--- src/rtl/osiris_sa_pkg.sv ---
// Shared types and constants for the systolic-array feeder blocks.
package osiris_sa_pkg;

  localparam int unsigned DefaultDw  = 16;
  localparam int unsigned BubbleCntW = 16;

  typedef enum logic [1:0] {
    StIdle,
    StStream,
    StDrain
  } feeder_state_e;

endpackage

--- src/rtl/vec_fifo.sv ---
// Synchronous vector FIFO with flush; a full FIFO refuses pushes even when popping.
module vec_fifo #(
  parameter int unsigned Width = 65,
  parameter int unsigned Depth = 8
) (
  input  logic             clk,
  input  logic             rst_n,
  input  logic             clr,
  input  logic             push,
  input  logic [Width-1:0] wdata,
  input  logic             pop,
  output logic [Width-1:0] rdata,
  output logic             full,
  output logic             empty
);

  localparam int unsigned AW = $clog2(Depth);

  logic [Width-1:0] mem_q [Depth];
  logic [AW:0]      wptr_q, rptr_q;
  logic             push_ok, pop_ok;

  // Extra pointer MSB distinguishes full from empty.
  assign empty   = (wptr_q == rptr_q);
  assign full    = (wptr_q[AW] != rptr_q[AW]) && (wptr_q[AW-1:0] == rptr_q[AW-1:0]);
  assign push_ok = push && !full && !clr;
  assign pop_ok  = pop && !empty && !clr;
  assign rdata   = mem_q[rptr_q[AW-1:0]];

  always_ff @(posedge clk or negedge rst_n) begin
    if (!rst_n) begin
      wptr_q <= '0;
      rptr_q <= '0;
    end else if (clr) begin
      wptr_q <= '0;
      rptr_q <= '0;
    end else begin
      if (push_ok) wptr_q <= wptr_q + (AW+1)'(1);
      if (pop_ok)  rptr_q <= rptr_q + (AW+1)'(1);
    end
  end

  always_ff @(posedge clk) begin
    if (push_ok) mem_q[wptr_q[AW-1:0]] <= wdata;
  end

endmodule

--- src/rtl/act_skew_feeder.sv ---
// Skewed activation feeder for the array's left edge.
// Optional stall-bubble counter enabled by ACT_FEEDER_BUBBLE_CNT_EN.
module act_skew_feeder
  import osiris_sa_pkg::*;
#(
  parameter int unsigned DW    = DefaultDw,
  parameter int unsigned ROWS  = 4,
  parameter int unsigned DEPTH = 8
) (
  input  logic                  clk,
  input  logic                  rst_n,
  input  logic                  clr,
  input  logic                  s_valid,
  output logic                  s_ready,
  input  logic [ROWS*DW-1:0]    s_data,
  input  logic                  s_last,
  output logic [ROWS*DW-1:0]    a_row,
  output logic [ROWS-1:0]       a_valid_row,
  output logic                  busy,
  output logic                  drain_done,
  output logic [BubbleCntW-1:0] bubble_cnt
);

  localparam int unsigned VW = ROWS * DW;
  localparam int unsigned CW = $clog2(ROWS + 1);

  feeder_state_e state_q, state_d;
  logic [CW-1:0] drain_cnt_q, drain_cnt_d;
  logic          full, empty, pop, head_last;
  logic [VW:0]   head;
  logic [VW-1:0] head_data;

  vec_fifo #(
    .Width(VW + 1),
    .Depth(DEPTH)
  ) u_fifo (
    .clk  (clk),
    .rst_n(rst_n),
    .clr  (clr),
    .push (s_valid),
    .wdata({s_last, s_data}),
    .pop  (pop),
    .rdata(head),
    .full (full),
    .empty(empty)
  );

  assign s_ready   = !full;
  assign head_last = head[VW];
  assign head_data = head[VW-1:0];
  assign busy      = (state_q != StIdle) || !empty;

  always_comb begin
    state_d     = state_q;
    drain_cnt_d = drain_cnt_q;
    pop         = 1'b0;
    case (state_q)
      StIdle: begin
        drain_cnt_d = '0;
        if (!empty) begin
          pop     = 1'b1;
          state_d = head_last ? StDrain : StStream;
        end
      end
      StStream: begin
        drain_cnt_d = '0;
        if (!empty) begin
          pop = 1'b1;
          if (head_last) state_d = StDrain;
        end
      end
      StDrain: begin
        // ROWS-1 drain cycles; a single-row array leaves after one.
        if (32'(drain_cnt_q) + 32'd2 >= ROWS) state_d = StIdle;
        else drain_cnt_d = drain_cnt_q + CW'(1);
      end
      default: state_d = StIdle;
    endcase
  end

  always_ff @(posedge clk or negedge rst_n) begin
    if (!rst_n) begin
      state_q     <= StIdle;
      drain_cnt_q <= '0;
    end else if (clr) begin
      state_q     <= StIdle;
      drain_cnt_q <= '0;
    end else begin
      state_q     <= state_d;
      drain_cnt_q <= drain_cnt_d;
    end
  end

  // Row r: stage-0 register plus r+1 further registers to its output.
  for (genvar r = 0; r < ROWS; r++) begin : g_row
    logic [DW-1:0] d_q [r+2];
    logic          v_q [r+2];

    always_ff @(posedge clk or negedge rst_n) begin
      if (!rst_n) begin
        for (int k = 0; k < r + 2; k++) begin
          d_q[k] <= '0;
          v_q[k] <= 1'b0;
        end
      end else if (clr) begin
        for (int k = 0; k < r + 2; k++) begin
          d_q[k] <= '0;
          v_q[k] <= 1'b0;
        end
      end else begin
        d_q[0] <= pop ? head_data[r*DW +: DW] : '0;
        v_q[0] <= pop;
        for (int k = 1; k < r + 2; k++) begin
          d_q[k] <= d_q[k-1];
          v_q[k] <= v_q[k-1];
        end
      end
    end

    assign a_row[r*DW +: DW] = d_q[r+1];
    assign a_valid_row[r]    = v_q[r+1];
  end

  // Tile-last marker travels alongside the last row.
  logic last_q [ROWS+1];

  always_ff @(posedge clk or negedge rst_n) begin
    if (!rst_n) begin
      for (int k = 0; k < ROWS + 1; k++) last_q[k] <= 1'b0;
    end else if (clr) begin
      for (int k = 0; k < ROWS + 1; k++) last_q[k] <= 1'b0;
    end else begin
      last_q[0] <= pop && head_last;
      for (int k = 1; k < ROWS + 1; k++) last_q[k] <= last_q[k-1];
    end
  end

  assign drain_done = last_q[ROWS];

`ifdef ACT_FEEDER_BUBBLE_CNT_EN
  logic [BubbleCntW-1:0] bubble_q;

  always_ff @(posedge clk or negedge rst_n) begin
    if (!rst_n) begin
      bubble_q <= '0;
    end else if (clr) begin
      bubble_q <= '0;
    end else if ((state_q == StStream) && empty && (bubble_q != '1)) begin
      bubble_q <= bubble_q + BubbleCntW'(1);
    end
  end

  assign bubble_cnt = bubble_q;
`else
  assign bubble_cnt = '0;
`endif

endmodule

--- config.mk ---
export PLATFORM = sky130hd
export DESIGN_NAME = act_skew_feeder
export DESIGN_NICKNAME = d
export VERILOG_FILES = /design/src/rtl/osiris_sa_pkg.sv /design/src/rtl/vec_fifo.sv /design/src/rtl/act_skew_feeder.sv
export SDC_FILE = /design/constraint.sdc
export NUM_CORES = 1
export LEC_CHECK = 0
export ABC_AREA = 1
export CAP_MARGIN = 30
export CORE_MARGIN = 5
export CORE_UTILIZATION = 50
export CTS_BUF_LIST = sky130_fd_sc_hd__clkbuf_16
export DETAILED_ROUTE_END_ITERATION = 8
export PLACE_DENSITY = 0.68
export SYNTH_ARGS = -nofsm -noshare
export SYNTH_HDL_FRONTEND = slang
export SYNTH_HIERARCHICAL = 1
export SYNTH_SLANG_ARGS = --single-unit
--- constraint.sdc ---
create_clock -name clk -period 10.2 [get_ports clk]
set_input_delay 1.53 -clock clk [delete_from_list [all_inputs] [get_ports clk]]
set_output_delay 1.53 -clock clk [all_outputs]
set_load 0.05 [all_outputs]
; Word level (Yosys, flattened, before mapping)
; Memory sizes are Yosys's and may differ from the RTL's.
; Index checks and enable logic that the tools add are counted.
[totals]
n_memories = 1
word_cells = 102
output_inout_bits = 87
ram_bits = 520
regBits = 256
input_bits = 69
[op_classes]
n_mux = 31
magnitude_cmp = 1
reduce_logical = 18
addsub = 4
eq_ne = 10
[mem_list]
columns = memory, words, word_bits, read_ports, rd_clocked_by_memory_dff, wr, line
row1 = u_fifo.mem_q, 8, 65, 1, 0, 1, vec_fifo.sv:19  ; logic [Width-1:0] mem_q [Depth];
[op_table]
columns = cell, count
row1 = two-way mux 80 bit, 1
row2 = two-way mux 16 bit, 4
row3 = two-way mux 64 bit, 1
row4 = two-way mux 48 bit, 1
row5 = two-way mux 32 bit, 1
row6 = two-way mux 4 bit, 5
row7 = "inequality test 3 bit, second input constant", 5
row8 = two-way mux 2 bit, 7
row9 = two-way mux 5 bit, 2
row10 = two-way mux 3 bit, 3
row11 = "adder 4 x 1 -> 4 bit, second input constant", 2
row12 = logical AND 1 bit, 6
row13 = case mux 2 bit (3 select lines), 1
row14 = case mux 3 bit (2 select lines), 1
row15 = nonzero test 2 bit, 3
row16 = "adder 3 x 2 -> 4 bit, second input constant", 1
row17 = == test 4 bit, 1
row18 = ">= comparator 4 x 3 -> 1 bit, second input constant", 1
row19 = two-way mux 1 bit, 4
row20 = AND reduction 4 bit, 1
row21 = "adder 3 x 1 -> 3 bit, second input constant", 1
row22 = == test 3 bit, 1
row23 = logical NOT 1 bit, 3
row24 = nonzero test 3 bit, 1
row25 = 7 further kinds, 7

; Logic depth before layout (Yosys ltp)
; Gate-level depths: netlist (run 1).
[depth]
ltp_word = 7
mapped_depth = 15
mapped_depth_nobuf = 12

; Modules after synthesis
; Netlist (run 1), hierarchy kept.
[modules_own_cells]
columns = mod, area_per_inst_um2, seq_area_each_um2, cells_per_inst, instances
row1 = vec_fifo, 20578.5, 15815.2, 1559, 1
row2 = act_skew_feeder, 8963.6, 5980.7, 859, 1

; Worst setup path after synthesis (run 1)
; Ideal clock, no wire load.
[synth_timing]
path_type = in2reg
from = in clr
to = mem u_fifo.mem_q[0][0] (enable)
cell_stages = 3
required_time_ns = 9.711
slack_ns = 5.179
arrival_ns = 4.532
setup_time_ns = 0.489
path_buffers = 0
cell_sequence = clkinv_1 > nand3_2 > nor2_1
[synth_between]
elab_chain_cells = 4
[synth_rtl]
columns = item, line
row1 = "start, declared", act_skew_feeder.sv:12  ; input logic clr,
row2 = logical NOT 1 bit, vec_fifo.sv:26  ; assign push_ok = push && !full && !clr;
row3 = logical AND 1 bit, vec_fifo.sv:26
row4 = two-way mux 1 bit, vec_fifo.sv:44  ; if (push_ok) mem_q[wptr_q[AW-1:0]] <= wdata;
row5 = two-way mux 1 bit (implied by the code), vec_fifo.sv:44
row6 = "end, declared", vec_fifo.sv:19
; Every way passes these cells.

; Worst setup path after layout (run 1)
[layout_timing]
from = reg u_fifo.rptr_q[2]
to = out busy
[layout_between]
elab_chain_cells = 3
[layout_rtl]
columns = item, line
row1 = "start, declared", vec_fifo.sv:20  ; logic [AW:0] wptr_q, rptr_q;
row2 = "start signal, assigned", vec_fifo.sv:39  ; if (pop_ok) rptr_q <= rptr_q + (AW+1)'(1);
row3 = == test 4 bit, vec_fifo.sv:24  ; assign empty = (wptr_q == rptr_q);
row4 = named net empty, act_skew_feeder.sv:29  ; logic full, empty, pop, head_last;
row5 = logical NOT 1 bit, act_skew_feeder.sv:51  ; assign busy = (state_q != StIdle) || !empty;
row6 = logical OR 1 bit, act_skew_feeder.sv:51
row7 = "end, declared", act_skew_feeder.sv:19  ; output logic busy,
; The timed path passes the listed nets, and every way through them passes these cells.

==> metrics.txt, run 1 <==
# TYPE chip_impl_metric gauge
chip_impl_metric{name="initial_core_util",unit="%"} 50.2
chip_impl_info{name="timing.hold.worst.class",value="reg2reg"} 1
chip_impl_metric{name="final_report_max_slew_violation_count",unit=""} 0
chip_impl_metric{name="detailedRoute.firstIterationViolations",unit=""} 1610
chip_impl_metric{name="floorplan.rows",unit=""} 89
chip_impl_metric{name="ys_seq_elements",unit=""} 767
chip_impl_metric{name="drive_gt1_share",unit="%"} 6.99
chip_impl_metric{name="first_pass_grt_wire_length",unit="mm"} 92.3
chip_impl_info{name="outcome",value="complete, no violations"} 1
chip_impl_metric{name="leakage",unit="nW"} 13.1
chip_impl_info{name="startpoint_of_the_tightest_hold_check_path",value="g_row[3].d_q[47]"} 1
chip_impl_metric{name="nFillCells",unit=""} 4602
chip_impl_metric{name="grt_max_degree",unit=""} 197
chip_impl_metric{name="area_growth",unit="%"} 13.1
chip_impl_info{name="grt_setup_unrepaired",value="false"} 1
chip_impl_info{name="clock-root-buffer",value="sky130_fd_sc_hd__clkbuf_16"} 1
chip_impl_metric{name="hold_violations",unit=""} 0
chip_impl_metric{name="die-width",unit="um"} 253
chip_impl_info{name="cpMaxStageDelayCell",value="sky130_fd_sc_hd__buf_4"} 1
chip_impl_metric{name="drt_pass1_iterations",unit=""} 6
chip_impl_metric{name="cts.repair.resized",unit=""} 0
chip_impl_metric{name="summed_instance_area_of_the_synthesized_netlist",unit="um2"} 29500
chip_impl_metric{name="hold-path-cell-count",unit=""} 2
chip_impl_metric{name="cap_violations",unit=""} 0
chip_impl_metric{name="synth_adder_area_share",unit="%"} 0.127
chip_impl_info{name="synthTopCellsByArea",value="sky130_fd_sc_hd__edfxtp_1 53%, sky130_fd_sc_hd__dfrtp_1 21%, sky130_fd_sc_hd__nor2_1 6.1%, sky130_fd_sc_hd__inv_1 3.2%, sky130_fd_sc_hd__nand2_1 3.0%"} 1
chip_impl_metric{name="worst_slew_margin_rel",unit="%"} 33.0
chip_impl_metric{name="postSynthCellCount",unit=""} 2418
chip_impl_metric{name="cellInternalPower",unit="W"} 0.00525
chip_impl_info{name="main_combinational_cell_family_by_area_after_synthesis",value="simple AND/OR/NAND/NOR gates"} 1
chip_impl_metric{name="worst-endpoint-required",unit="ns"} 8.67
chip_impl_metric{name="route.antenna.remaining_nets",unit=""} 0
chip_impl_metric{name="synth_cell_types",unit=""} 29
chip_impl_info{name="worstSetupPathType",value="reg2out"} 1
chip_impl_metric{name="seq_area_frac_synth",unit="%"} 73.8
chip_impl_metric{name="setup_viol_count_final",unit=""} 0
chip_impl_metric{name="arrival",unit="ns"} 3.88
chip_impl_metric{name="post_synth_mux_area_share",unit="%"} 0
chip_impl_info{name="worst_setup_path_start_kind",value="register"} 1
chip_impl_metric{name="synth_top_cell_area_share",unit="%"} 52.9
chip_impl_info{name="cts_tree",value="done"} 1
chip_impl_metric{name="worst_clock_skew",unit="ns"} 0.0191
chip_impl_info{name="whs_endpoint",value="g_row[3].d_q[31]"} 1
chip_impl_metric{name="fp.coreArea",unit="um2"} 58800
chip_impl_metric{name="cts.sinks",unit=""} 767
chip_impl_metric{name="clock_insertion_delay_at_the_later_pin_of_the_skew_report",unit="ns"} 0.60
chip_impl_metric{name="timing.reg2reg.setup_slack",unit="ns"} 5.89
chip_impl_metric{name="gp_congestion",unit=""} 0.751
chip_impl_metric{name="average_cell_area_after_synthesis",unit="um2"} 12.2
chip_impl_metric{name="max_slew.worst_pin.slew",unit="ns"} 1.01
chip_impl_metric{name="grt_antenna_before_repair",unit=""} 7
chip_impl_metric{name="grt_overflow_total",unit=""} 0
chip_impl_metric{name="finalCriticalPeriod",unit="ns"} 5.41
chip_impl_metric{name="switching_power",unit="W"} 0.00182
chip_impl_metric{name="route.vias.total",unit=""} 17000
chip_impl_info{name="synth_top_cell_by_area",value="sky130_fd_sc_hd__edfxtp_1"} 1
chip_impl_metric{name="crit_path_max_cell_delay",unit="ns"} 0.73
chip_impl_metric{name="cts_inserted_buffers",unit=""} 74
chip_impl_metric{name="pwr-share-clk",unit="%"} 37.2
chip_impl_metric{name="dpl-instance-area",unit="um2"} 31000
chip_impl_metric{name="port_buffers",unit=""} 139
chip_impl_metric{name="grt.total_usage",unit="%"} 18.3
chip_impl_metric{name="totalNegativeSetupSlack",unit="ns"} 0
chip_impl_info{name="worstPathCellList",value="buf_4 > inv_2 > nand2_1 > nand2_1 > nor2_1 > nand2_4 > inv_2 > nand3_1 > clkdlybuf4s50_1"} 1
chip_impl_info{name="rr_startpoint",value="u_fifo/rptr_q[2]"} 1
chip_impl_metric{name="vdd.ir_drop.worst",unit="uV"} 115
chip_impl_metric{name="routed_wire_length_per_instance",unit="um"} 18.0
chip_impl_metric{name="post_synth_and_or_nand_nor_area_fraction",unit="%"} 11.1
chip_impl_metric{name="drt-vias-per-instance",unit=""} 5.17
chip_impl_metric{name="routed_wirelength",unit="mm"} 59.3
chip_impl_metric{name="layout.nets",unit=""} 2533
chip_impl_metric{name="power_frac_seq",unit="%"} 49.7
chip_impl_metric{name="power.share.switching",unit="%"} 25.7
chip_impl_metric{name="final_area",unit="um2"} 33400
chip_impl_metric{name="grt_pass1_vias",unit=""} 16600
chip_impl_metric{name="clock_pin_slew_on_the_worst_setup_and_hold_paths",unit="ns"} 0.06
chip_impl_info{name="timing.critical_path.to_type",value="output pin"} 1
chip_impl_metric{name="dp.final_hpwl",unit="mm"} 32.5
chip_impl_metric{name="fp.dieArea",unit="um2"} 64000
chip_impl_metric{name="drt_drc_violations_left",unit=""} 0
chip_impl_metric{name="cp_max_fo",unit=""} 71
chip_impl_metric{name="power.share.combinational",unit="%"} 13.1
chip_impl_metric{name="cts_post_setup_buffers_inserted",unit=""} 0
chip_impl_metric{name="power_per_cell_area",unit="nW/um2"} 211
chip_impl_metric{name="complex_gate_fraction_of_the_synthesized_area",unit="%"} 7.17
chip_impl_metric{name="ioPinCount",unit=""} 156
chip_impl_info{name="rr_endpoint",value="u_fifo/mem_q[4][17]"} 1
chip_impl_metric{name="die_y",unit="um"} 253
chip_impl_metric{name="yosys_synthesis_warning_count",unit=""} 6
chip_impl_metric{name="clock.fmax",unit="GHz"} 0.185
chip_impl_metric{name="cts_htree_levels",unit=""} 3
chip_impl_metric{name="finalCritPeriodShare",unit="%"} 53.1
chip_impl_metric{name="r2r_cells",unit=""} 9
chip_impl_metric{name="clock_path_buffers",unit=""} 3
chip_impl_metric{name="ctsHoldBuffers",unit=""} 0
chip_impl_metric{name="synth-xor-area-share",unit="%"} 0.0889
-- registers in the layout, indices dropped and copies added (netlist names) --
register       cells
g_row.v_q          1
last_q             4
a_valid_row        4
g_row.d_q        160
state_q            2
u_fifo/wptr_q      4
drain_cnt_q        3
a_row             64
u_fifo/rptr_q      4
u_fifo/mem_q     520
drain_done         1
-- placed cells by master, fill, tap and decap left out, types with 19 or more instances in the layout --
cell type,Yosys,layout
sky130_fd_sc_hd__nor2_1,480,472
sky130_fd_sc_hd__clkdlybuf4s50_1,0,137
sky130_fd_sc_hd__nor2_4,29,37
sky130_fd_sc_hd__inv_1,248,269
sky130_fd_sc_hd__nand3_1,21,21
sky130_fd_sc_hd__edfxtp_1,520,520
sky130_fd_sc_hd__o22ai_1,130,130
sky130_fd_sc_hd__buf_4,96,19
sky130_fd_sc_hd__o21ai_1,100,100
sky130_fd_sc_hd__clkbuf_16,0,84
sky130_fd_sc_hd__nand2_1,235,235
sky130_fd_sc_hd__dfrtp_1,247,244
sky130_fd_sc_hd__o21ai_0,161,161
-- per-stage QoR --
| stage | setup slack [ns] | power, W | cells | hold WS, ns | utilization, % |
|---|---|---|---|---|---|
| 6_report | 4.79 | 0.00707 | 3294 | 0.451 | 56.9 |
| 5_1_grt | 4.58 | 0.00738 | 3292 | 0.468 | 56.8 |
| 4_1_cts | 4.75 | 0.00713 | 3288 | 0.456 | 56.7 |
| 3_5_place_dp | 5.41 | 0.00449 | 3155 | 0.443 | 52.6 |
| 3_3_place_gp | 5.35 | 0.00446 | 3152 | 0.437 | 52.5 |
| 2_1_floorplan | 5.18 | 0.00425 | 2433 | 0.434 | - |
-- power groups by stage --
stage	Combinational [W]	Sequential (W)	Clock, W
CTS	0.000927	0.00351	0.00269
floorplan	0.000712	0.00354	0
global route	0.00103	0.00352	0.00282
detailed placement	0.000920	0.00357	0
global placement	0.000892	0.00357	0
finish	0.000929	0.00351	0.00263
-- layer usage --
layer	GRT usage, %	vias up	share of wire [%]	wire [um]
met2	28.9	587	47	28100
met1	25.8	8307	43	25500
met4	5.75	8	1.7	1000
met5	0	-	0.091	54
met3	3.88	79	7.6	4530
li1	-	8064	-	-
-- cell type report --
cell class / count / area (um2) / area share, %
antenna: 3 / 7.51 / 0.0225
tap: 773 / 967 / 2.89
clock buffer: 84 / 2100 / 6.29
timing repair buffer: 164 / 1710 / 5.11
sequential: 767 / 21800 / 65.2
inverter: 255 / 962 / 2.88
clock inverter: 49 / 282 / 0.842
multi-input combinational: 1199 / 5590 / 16.7
-- synth_stat cells (all sizes together) --
master,instances
nand2,239
and2,1
nor3,1
inv,254
nand3,22
xor2,3
nand4,13
ha,3
o22ai,130
dfrtp,247
clkinv,1
o21ai,261
conb,1
buf,183
edfxtp,520
nor2,510
clkbuf,29
-- worst max path at each step --
| stage | end | startpoint | cells after the start |
|---|---|---|---|
| 2_1_floorplan | u_fifo/mem_q[0][0] | clr | 3 |
| 3_3_place_gp | busy | u_fifo/rptr_q[2] | 9 |
| 3_5_place_dp | busy | u_fifo/rptr_q[2] | 9 |
| 4_1_cts | busy | u_fifo/rptr_q[2] | 9 |
| 5_1_grt | busy | u_fifo/rptr_q[2] | 9 |
| 6_report | busy | u_fifo/rptr_q[2] | 9 |
-- worst max-delay path: cells and delay by family (launching register included) --
family | cells | cell delay (ns)
DFF | 1 | 0.34
buffers and inverters | 4 | 2.19
and+or+nand+nor | 5 | 0.70
-- kinds of logic (layout without fill, tap and decap cells) --
group	Yosys count	after routing
compound gates	391	391
fa+ha+maj	3	3
other cells	1	19
buf+inv	467	552
xor+xnor	3	3
flops	767	767
simple gates	786	786
Power figures use the tool's default switching activity.
==> run 2: changes to the inputs <==
Clock period 10.2 ns to 5.3 ns, I/O delays scaled along.
==> run 2 against run 1 <==
Against the previous run:
- routed wire length grew 0.80%
- register-to-register slack lost 4.0 ns
- global-route usage grew 0.27 points
- combinational power grew 97%
- clock skew shrank 0.0013 ns
- via count grew 0.38%
- sequential power grew 91%
- final area shrank 0.19%
- critical path type unchanged
- largest cell class unchanged
==> metrics.txt, run 2 (same netlist as run 1, synthesis figures left out) <==
# TYPE chip_impl_metric gauge
chip_impl_metric{name="routed_wire_length_per_instance",unit="um"} 18.1
chip_impl_info{name="timing.hold.worst.class",value="in2async"} 1
chip_impl_metric{name="dp.cells",unit=""} 3161
chip_impl_metric{name="worst_clock_skew",unit="ns"} 0.0178
chip_impl_metric{name="port_buffers",unit=""} 139
chip_impl_metric{name="drt_drc_violations_left",unit=""} 0
chip_impl_metric{name="floorplan.rows",unit=""} 89
chip_impl_metric{name="die_y",unit="um"} 253
chip_impl_metric{name="ctsHoldBuffers",unit=""} 0
chip_impl_info{name="cts_tree",value="done"} 1
chip_impl_metric{name="clock_insertion_delay_at_the_later_pin_of_the_skew_report",unit="ns"} 0.61
chip_impl_metric{name="cts.sinks",unit=""} 767
chip_impl_metric{name="clock_pin_slew_on_the_worst_setup_and_hold_paths",unit="ns"} 0.06
chip_impl_metric{name="worst-endpoint-required",unit="ns"} 4.51
chip_impl_metric{name="finalCritPeriodShare",unit="%"} 76.3
chip_impl_metric{name="core_utilization_of_the_finished_layout",unit="%"} 56.7
chip_impl_metric{name="grt_max_degree",unit=""} 266
chip_impl_info{name="cpMaxStageDelayCell",value="sky130_fd_sc_hd__clkdlybuf4s50_1"} 1
chip_impl_metric{name="cap_violations",unit=""} 0
chip_impl_info{name="timing.critical_path.to_type",value="output pin"} 1
chip_impl_metric{name="drt-vias-per-instance",unit=""} 5.19
chip_impl_metric{name="ioPinCount",unit=""} 156
chip_impl_metric{name="largest_register_ffs",unit=""} 520
chip_impl_metric{name="max_slew.worst_pin.slew",unit="ns"} 1.30
chip_impl_metric{name="grt_antenna_before_repair",unit=""} 4
chip_impl_metric{name="grt_overflow_total",unit=""} 0
chip_impl_metric{name="fp.dieArea",unit="um2"} 64000
chip_impl_info{name="outcome",value="complete, no violations"} 1
chip_impl_metric{name="arrival",unit="ns"} 3.25
chip_impl_metric{name="route.antenna.remaining_nets",unit=""} 0
chip_impl_metric{name="nFillCells",unit=""} 4718
chip_impl_metric{name="cts_inserted_buffers",unit=""} 75
chip_impl_metric{name="layout.cells.non_filler",unit=""} 3297
chip_impl_metric{name="drive_gt1_share",unit="%"} 7.26
chip_impl_metric{name="worst_slew_margin_rel",unit="%"} 13.6
chip_impl_metric{name="dp.final_hpwl",unit="mm"} 33.3
chip_impl_metric{name="area_growth",unit="%"} 12.9
chip_impl_metric{name="drt_pass1_iterations",unit=""} 5
chip_impl_metric{name="cts_post_setup_buffers_inserted",unit=""} 0
chip_impl_metric{name="clock_path_buffers",unit=""} 3
chip_impl_metric{name="crit_path_max_cell_delay",unit="ns"} 0.73
chip_impl_metric{name="cp_max_fo",unit=""} 265
chip_impl_metric{name="hold_violations",unit=""} 0
chip_impl_metric{name="cts.repair.resized",unit=""} 0
chip_impl_info{name="layout_commonest_cell",value="sky130_fd_sc_hd__edfxtp_1"} 1
chip_impl_metric{name="gp_congestion",unit=""} 0.787
chip_impl_info{name="clock-root-buffer",value="sky130_fd_sc_hd__clkbuf_16"} 1
chip_impl_metric{name="layout.nets",unit=""} 2538
chip_impl_metric{name="vdd.ir_drop.worst",unit="uV"} 278
chip_impl_metric{name="finalCriticalPeriod",unit="ns"} 4.04
chip_impl_metric{name="routed_wirelength",unit="mm"} 59.7
chip_impl_metric{name="first_pass_grt_wire_length",unit="mm"} 94.2
chip_impl_metric{name="initial_core_util",unit="%"} 50.2
chip_impl_metric{name="totalPowerFinal",unit="W"} 0.0134
chip_impl_metric{name="totalNegativeSetupSlack",unit="ns"} 0
chip_impl_metric{name="setup_viol_count_final",unit=""} 0
chip_impl_metric{name="grt.total_usage",unit="%"} 18.6
chip_impl_metric{name="clock.fmax",unit="GHz"} 0.247
chip_impl_metric{name="cts_htree_levels",unit=""} 3
chip_impl_metric{name="leakage",unit="nW"} 13.0
chip_impl_info{name="grt_setup_unrepaired",value="false"} 1
chip_impl_metric{name="final_report_max_slew_violation_count",unit=""} 0
chip_impl_info{name="worstPathCellList",value="buf_12 > nand2_1 > nand2_2 > and2_4 > nand2_4 > inv_2 > nand3_1 > clkdlybuf4s50_1"} 1
chip_impl_metric{name="grt_pass1_vias",unit=""} 17000
chip_impl_metric{name="fp.coreArea",unit="um2"} 58800
chip_impl_info{name="worstSetupPathType",value="reg2out"} 1
chip_impl_metric{name="die-width",unit="um"} 253
chip_impl_metric{name="detailedRoute.firstIterationViolations",unit=""} 1472
chip_impl_metric{name="route.vias.total",unit=""} 17100
chip_impl_metric{name="power_per_cell_area",unit="nW/um2"} 401
chip_impl_info{name="worst_setup_path_start_kind",value="register"} 1
chip_impl_info{name="mostFrequentLayoutCells",value="520 x sky130_fd_sc_hd__edfxtp_1, 472 x sky130_fd_sc_hd__nor2_1, 266 x sky130_fd_sc_hd__inv_1"} 1
run 2: worst paths after layout:
check / end / depth (start not counted) / start / slack [ns]
worst max-delay path: busy / 8 / u_fifo/rptr_q[0] / 1.26
worst min-delay path: g_row[3].d_q[28] / 1 / rst_n / 0.30
worst max register to register: state_q[0] / 14 / u_fifo/rptr_q[1] / 1.92
worst min register to register: g_row[3].d_q[35] / 2 / g_row[3].d_q[51] / 0.45
max in group asynchronous: g_row[1].d_q[41] / 2 / rst_n / 3.97
min in group clk: g_row[3].d_q[35] / 2 / g_row[3].d_q[51] / 0.45
run 2: stage by stage:
step	hold WS, ns	cell area (um2)	setup WS [ns]
6_report	0.298	33400	1.26
5_1_grt	0.373	33400	0.934
4_1_cts	0.316	33300	1.01
3_5_place_dp	0.444	31100	1.67
3_3_place_gp	0.438	30900	1.67
2_1_floorplan	0.434	29600	1.01
run 2: layout make-up:
cell class | instances | area, um2 | share of cell area, %
diodes | 2 | 5.00 | 0.0150
clock buffers | 76 | 1900 | 5.70
clock inverters | 57 | 319 | 0.956
inverters | 255 | 962 | 2.88
multi-input cells | 1199 | 5590 | 16.8
flip-flops and latches | 767 | 21800 | 65.4
well taps | 773 | 967 | 2.90
repair buffers | 168 | 1810 | 5.42
run 2: critical path, delay by kind of cell (launching register included):
kind                   cells  cell delay (ns)
buffers and inverters      3             1.52
flip-flops                 1             0.45
AND/OR/NAND/NOR            5             0.66
run 2: power by group:
part | leakage [nW] | internal, W | switching, W
Sequential | 8.10 | 0.00663 | 0.0000927
Clock | 1.16 | 0.00270 | 0.00213
Combinational | 3.77 | 0.000516 | 0.00131
run 2: per-layer routing:
layer / share of wire [%] / up-vias / GRT usage, %
li1: - / 8076 / -
met1: 43 / 8313 / 26.9
met2: 47 / 620 / 28.9
met3: 7.9 / 97 / 3.68
met4: 1.9 / 4 / 5.65
met5: 0.057 / - / 0
